### config.mk
export PLATFORM = sky130hd
export DESIGN_NAME = red_pitaya_pwm_gen_flat
export DESIGN_NICKNAME = d
export VERILOG_FILES = /design/src/rtl/red_pitaya_pwm_gen_if.sv /design/src/rtl/red_pitaya_pwm_gen.sv /design/src/flat_wrapper.sv
export SDC_FILE = /design/constraint.sdc
export NUM_CORES = 1
export LEC_CHECK = 0
export BUFFER_PORTS_ARGS = -buffer_cell sky130_fd_sc_hd__buf_2
export CAP_MARGIN = 20
export CORE_UTILIZATION = 60
export DETAILED_ROUTE_END_ITERATION = 10
export HOLD_SLACK_MARGIN = 0.1
export PLACE_DENSITY = 0.93
export REMOVE_ABC_BUFFERS = 1
export SLEW_MARGIN = 20
export SYNTH_ARGS = -nofsm -noshare
export SYNTH_HDL_FRONTEND = slang
export SYNTH_SLANG_ARGS = --single-unit
export TNS_END_PERCENT = 100
### constraint.sdc
create_clock -name clk_i -period 4.8 [get_ports clk_i]
set_input_delay 1.44 -clock clk_i [delete_from_list [all_inputs] [get_ports clk_i]]
set_output_delay 1.44 -clock clk_i [all_outputs]
set_load 0.02 [all_outputs]
### src/rtl/red_pitaya_pwm_gen_if.sv
// red_pitaya_pwm_gen_if: config word in, PWM bit and frame strobes out.
interface red_pitaya_pwm_gen_if #(parameter int CCW = 24);
  logic [CCW-1:0] cfg_i;
  logic pwm_o;
  logic period_o;
  logic frame_o;
  logic cfg_ld_o;
  modport master(output cfg_i, input pwm_o, period_o, frame_o, cfg_ld_o);
  modport slave(input cfg_i, output pwm_o, period_o, frame_o, cfg_ld_o);
endinterface

### src/rtl/red_pitaya_pwm_gen.sv
// red_pitaya_pwm_gen: 256-cycle PWM with 16-period dither; PWM_FRAME_LATCH_EN restricts config loads to frame ends.
module red_pitaya_pwm_gen #(
  parameter int CCW = 24
) (
  input  logic              clk_i,
  input  logic              rstn_i,
  red_pitaya_pwm_gen_if.slave bus
);
  logic [7:0]  cnt;
  logic [3:0]  idx;
  logic [7:0]  duty_s;
  logic [15:0] seq_s;
  logic [8:0]  thr;
  logic        ld;
  assign bus.period_o = cnt == 8'hff;
  assign bus.frame_o  = bus.period_o && idx == 4'hf;
`ifdef PWM_FRAME_LATCH_EN
  assign ld = bus.frame_o;
`else
  assign ld = bus.period_o;
`endif
  assign bus.cfg_ld_o = ld;
  assign thr = {1'b0, duty_s} + {8'd0, seq_s[idx]};
  // a load at cnt==255 lands together with the idx step, so the new config starts cleanly at cnt==0
  always_ff @(posedge clk_i or negedge rstn_i) begin
    if (!rstn_i) begin
      cnt       <= '0;
      idx       <= '0;
      duty_s    <= '0;
      seq_s     <= '0;
      bus.pwm_o <= 1'b0;
    end else begin
      cnt       <= cnt + 8'd1;
      bus.pwm_o <= {1'b0, cnt} < thr;
      if (bus.period_o) idx <= idx + 4'd1;
      if (ld) {duty_s, seq_s} <= bus.cfg_i[CCW-1:0];
    end
  end
endmodule

### src/flat_wrapper.sv
// flat-port wrapper written by rule: the top's interface ports become plain ports
module red_pitaya_pwm_gen_flat 
#(
  parameter int CCW = 24
)
  (clk_i, rstn_i, bus_cfg_i, bus_pwm_o, bus_period_o, bus_frame_o, bus_cfg_ld_o);
  red_pitaya_pwm_gen_if #(.CCW(CCW)) bus_i ();
  input  logic clk_i;
  input  logic rstn_i;
  input wire logic [$bits(bus_i.cfg_i)-1:0] bus_cfg_i;
  output wire logic [$bits(bus_i.pwm_o)-1:0] bus_pwm_o;
  output wire logic [$bits(bus_i.period_o)-1:0] bus_period_o;
  output wire logic [$bits(bus_i.frame_o)-1:0] bus_frame_o;
  output wire logic [$bits(bus_i.cfg_ld_o)-1:0] bus_cfg_ld_o;
  assign bus_i.cfg_i = bus_cfg_i;
  assign bus_pwm_o = bus_i.pwm_o;
  assign bus_period_o = bus_i.period_o;
  assign bus_frame_o = bus_i.frame_o;
  assign bus_cfg_ld_o = bus_i.cfg_ld_o;
  red_pitaya_pwm_gen #(.CCW(CCW)) u_core (.clk_i(clk_i), .rstn_i(rstn_i), .bus(bus_i));
endmodule
Yosys cells after proc, flatten, opt, wreduce, memory -nomap -nowiden. Cells that the tools add are included.

Muxes and demuxes: 2. Reduce and logical (&&, ||, !) cells: 1. Add/subtract/negate cells: 3. $lt $le $gt $ge: 2. Equality and inequality tests: 2.

Operator list (count): $add A8 B1 Y9 (1); $lt A8 B9 Y1 (1); $add A8 B1 Y8 const B (1); $eq A8 B8 Y1 const B (1); $lt A4 B5 Y1 const B (1); $add A4 B1 Y4 const B (1); $bmux W1 S4 (1); $eq A4 B4 Y1 const B (1); $logic_and A1 B1 Y1 (1); $mux W1 (1).

Bits of input ports: 26. Register bits after elaboration: 37. Word-level logic and storage cells: 15.

Longest topological paths before layout.
Word-level depth: 4. Gate-level depth with buffers: 15. Mapped depth without buffers: 14.

Worst setup path before layout. Ideal clock, no wire load.

Kind: reg2reg. Start: register u_core.idx[0]. End: register u_core.bus.pwm_o. Buffers on the path: 1. Period minus slack after synthesis: 2.990 ns. Slack: 1.810 ns. Setup time: 0.083 ns. Cell stages (with the launch flop): 16. Arrival: 2.907 ns. Cell sequence: dfrtp_1 buf_6 mux4_2 nor2b_4 a211oi_2 a21oi_1 ha_1 ha_1 nand2_1 nor2_1 xnor2_1 ha_1 a21o_1 a2111oi_0 a311oi_1 o21ai_0.

Longest elaborated chain between the ends: 4.

Ends and longest elaborated chain: from (decl) (line red_pitaya_pwm_gen.sv:10) `logic [3:0] idx;`; from (signal assigned) (line red_pitaya_pwm_gen.sv:35) `if (bus.period_o) idx <= idx + 4'd1;`; $bmux W1 S4 (line red_pitaya_pwm_gen.sv:23) `assign thr = {1'b0, duty_s} + {8'd0, seq_s[idx]};`; $mux W1 (implied by the code) (line red_pitaya_pwm_gen.sv:23); $add A8 B1 Y9 (line red_pitaya_pwm_gen.sv:23); $lt A8 B9 Y1 (line red_pitaya_pwm_gen.sv:34) `bus.pwm_o <= {1'b0, cnt} < thr;`; to (signal assigned) (line red_pitaya_pwm_gen.sv:34); to (decl) (line red_pitaya_pwm_gen_if.sv:9) `modport slave(input cfg_i, output pwm_o, period_o, frame_o, cfg_ld_o);`.

Every way passes these cells. The select of a mux whose other input is x is not followed. A chain may end at the register's enable or synchronous reset.

Final worst setup path. Same ends and word-level chain as after synthesis.

==> impl_results.md <==
* Status: finished, violations left
* Violated checks: DRC
* Maximum clock frequency at between 200 and 300 MHz
* Post-Syn Area per Cell at around 14 sq um
* Antenna Nets Post-Route at 0
* WP buf/inv at 0
* Die W at between 50 and 60 um
* Area occupied by multi-input gates at approximately 890 sq um
* Reg area at approximately 930 sq um
* DRC viols at 1
* Worst Path Max Fanout at 7
* First-pass GRT wire length at just under 6 mm
* Antenna diode count at 0
* Worst path slowest cell: dfrtp_1
* Clock transition at path regs at between 0.1 and 0.15 ns
* Total setup buffers inserted after CTS at 0
* # IOs at 30
* Routability cong. at around 0.8
* DP Wirelength at roughly 2.7 mm
* Worst Hold Class: reg2reg
* Post-Syn Instances at about 140
* Worst min-delay path startpoint: u_core.seq_s[4]$_DFFE_PN0P_
* GRT overflow at 0
* Critical path destination: u_core.bus.pwm_o$_DFF_PN0_
* Die Y at about 58 um
* Share of post-route cells with drive strength above 1 at 39.3%
* Final setup violation count at 0
* Via count at 1219
* CTS root buf: clkbuf_4
* Final #Nets at a little over 200
* Final WL at between 3 and 4 mm
* Critical Path, Cell by Cell: mux4_2 > nor2b_4 > a211oi_2 > a21oi_1 > ha_1 > ha_1 > nand2_1 > nor2_1 > xnor2_1 > ha_1 > a21o_1 > a2111oi_0 > a311oi_1 > o21ai_0
* Worst-Skew Late Latency at 0.35 ns
* Worst path max stage delay at 0.58 ns
* # rows at 19
* TritonCTS clock tree: done
* Buffers on Ports at 29
* Hold Buf Count CTS at 0
* CP startpoint: u_core.idx[0]$_DFFE_PN0P_
* Seq/Total Area, Yosys at 49.7%
* Worst VDD drop at 0.190 mV
* Final std cells w/o fill at between 150 and 200
* Placed Cells at approximately 190
* Synth Cell Area at 0.00186 sq mm
* Setup TNS at 0 ns
* Worst Max-Slew Pin Slew at around 0.8 ns
* FILL cells at between 200 and 250
* Largest net degree at the start of global routing at 38
* Final Hold Fails at 0
* PwrDens at 238 mW/mm^2
* H-tree Lvls at 2
* Flop-to-flop setup slack at 1.34 ns
* Worst Path Required at between 5 and 6 ns
* Yosys cell types at 28
* Startpoint Class: register
* Final period util at between 70% and 80%
* CTS Buffer Depth at 2
* Max-cap viol count at 0
* GRT Util Overall at roughly 24%
* Crit path max-delay family: compound AO/OA/AOI/OAI gates
* Cell mode on critical path: ha_1
* Initial drt markers at 34
* WS Path Type: reg2reg
* Worst r2r dst: u_core.bus.pwm_o$_DFF_PN0_
* CTS buffer count at 5
* Starting Density at roughly two thirds
* Drt pass-1 iters at 7
* Layout area overhead at 11.1%
* Max Slew Vio Count at 0
* Initial antenna violation count at 0
* Die area at 0.00333 sq mm
* Routed len/inst at about 18 um
* Fin crit period at 3.46 ns
* Worst reg2reg path depth at 14
* Via density at just over 6
* RR Startpoint: u_core.idx[0]$_DFFE_PN0P_
* Critical path depth in cells at 14
* Number of global-route vias before repair at roughly 1300
* Ys Warns at 0
* Crit end category: register
* RSZ-0062 raised after global routing: no
* Cts repair resizes at 0
* Core Box Area at between 0.002 and 0.003 sq mm
* Placement Setup Slack at 1.41 ns
* Pleak at 1.07 nW
* Post-layout worst setup margin at ~1.3 ns
* Register bit total from synthesis at 37
* Worst Skew at between 0.01 and 0.015 ns
* WP data arrival at roughly 3.7 ns
* Slew HR at 46.6%
* Post-layout power at 0.493 mW
* Clock Sinks at 37
## flip-flops by register name (all words and copies together) (netlist names)
| register | count |
|---|---|
| u_core.seq_s | 16 |
| u_core.cnt | 8 |
| u_core.duty_s | 8 |
| u_core.idx | 4 |
| u_core.bus.pwm_o | 1 |
## per-stage QoR
step	hold WS [ns]	utilization (%)	cell area, sq um
5_1_grt	0.538	72.6	2070
2_1_floorplan	0.427	-	1820
3_3_place_gp	0.445	70.5	2010
3_5_place_dp	0.488	70.5	2010
6_report	0.514	72.6	2070
4_1_cts	0.513	72.6	2070
## worst min-delay path by stage
| stage | end | slack (ns) | cells past startpoint |
|---|---|---|---|
| 2_1_floorplan | u_core.cnt[0]$_DFF_PN0_ | 0.43 | 1 |
| 3_3_place_gp | u_core.cnt[0]$_DFF_PN0_ | 0.45 | 1 |
| 3_5_place_dp | u_core.seq_s[4]$_DFFE_PN0P_ | 0.49 | 1 |
| 4_1_cts | u_core.seq_s[4]$_DFFE_PN0P_ | 0.51 | 1 |
| 5_1_grt | u_core.seq_s[4]$_DFFE_PN0P_ | 0.54 | 1 |
| 6_report | u_core.seq_s[4]$_DFFE_PN0P_ | 0.51 | 1 |
## worst register-to-register path: cells and delay by family, from the launching register on
family,cells,cell delay (ns)
mux,1,0.56
fa+ha+maj,3,0.69
flops,1,0.58
compound gates,6,1.06
simple gates,3,0.29
xor+xnor,1,0.20
## cell usage after synthesis
cell | count | share of area, %
a21oi_1 | 1 | 0.27
mux4_2 | 1 | 1.2
and4_1 | 1 | 0.47
mux2i_1 | 1 | 0.54
inv_1 | 2 | 0.40
nor2_1 | 5 | 1.0
a2111oi_0 | 1 | 0.47
mux4_1 | 3 | 4.2
nand3_1 | 6 | 1.6
buf_6 | 2 | 1.2
a311oi_1 | 1 | 0.47
nand2b_1 | 1 | 0.34
and3_1 | 3 | 1.0
o21ai_0 | 4 | 1.1
ha_1 | 12 | 8.1
nor2b_4 | 1 | 0.74
o2bb2ai_1 | 1 | 0.47
xor2_1 | 8 | 3.8
a21o_1 | 1 | 0.40
buf_4 | 1 | 0.40
a211oi_2 | 1 | 0.67
buf_2 | 3 | 0.81
a211oi_1 | 2 | 0.81
nand4_1 | 2 | 0.67
xnor2_1 | 7 | 3.3
nand2_1 | 4 | 0.81
mux2_2 | 25 | 15
dfrtp_1 | 37 | 50
## cell families (layout without fill, tap and decap cells)
kind of cell	after synthesis	after routing	share of synthesized area [%]
AND/OR/NAND/NOR	23	23	6.65
adder cells (fa/ha/maj)	12	12	8.06
buffers and inverters	8	39	2.82
XOR/XNOR	15	15	7.05
flip-flops	37	37	49.7
multiplexers	30	30	21.1
AO/OA/AOI/OAI	12	12	4.63
## cell type report
| type | count | share of cell area [%] |
|---|---|---|
| repair buffers | 30 | 7.37 |
| inverters | 2 | 0.363 |
| clock buffers | 6 | 2.48 |
| well taps | 31 | 1.87 |
| multi-input cells | 92 | 42.8 |
| flip-flops and latches | 37 | 44.7 |
| clock inverters | 1 | 0.363 |
## per-layer routing
metal / share of wire [%] / wire (um) / track usage [%] / vias to the layer above
li1: - / - / - / 558
met1: 38 / 1330 / 26.1 / 605
met2: 56 / 1950 / 45.2 / 45
met3: 3.6 / 126 / 4.91 / 11
met4: 2.7 / 93 / 11.9 / 0
met5: 0 / 0 / 0 / -
## report_power, final
group	switching, mW	internal, mW	total, mW
logic	0.00809	0.00712	0.0152
registers	0	0.311	0.311
clock network	0.0976	0.0685	0.166
## cell usage in the layout, fill, tap and decap left out, types with 2 or more instances in the layout
| master | netlist | routed |
|---|---|---|
| o21ai_0 | 4 | 4 |
| clkbuf_4 | 0 | 5 |
| nand3_1 | 6 | 6 |
| dfrtp_1 | 37 | 37 |
| nand4_1 | 2 | 2 |
| buf_2 | 3 | 29 |
| mux2_2 | 25 | 25 |
| inv_1 | 2 | 2 |
| mux4_1 | 3 | 3 |
| and3_1 | 3 | 3 |
| nand2_1 | 4 | 4 |
| xor2_1 | 8 | 8 |
| a211oi_1 | 2 | 2 |
| nor2_1 | 5 | 4 |
| ha_1 | 12 | 12 |
| xnor2_1 | 7 | 7 |
Note: power is estimated with default switching activity, not from simulation.
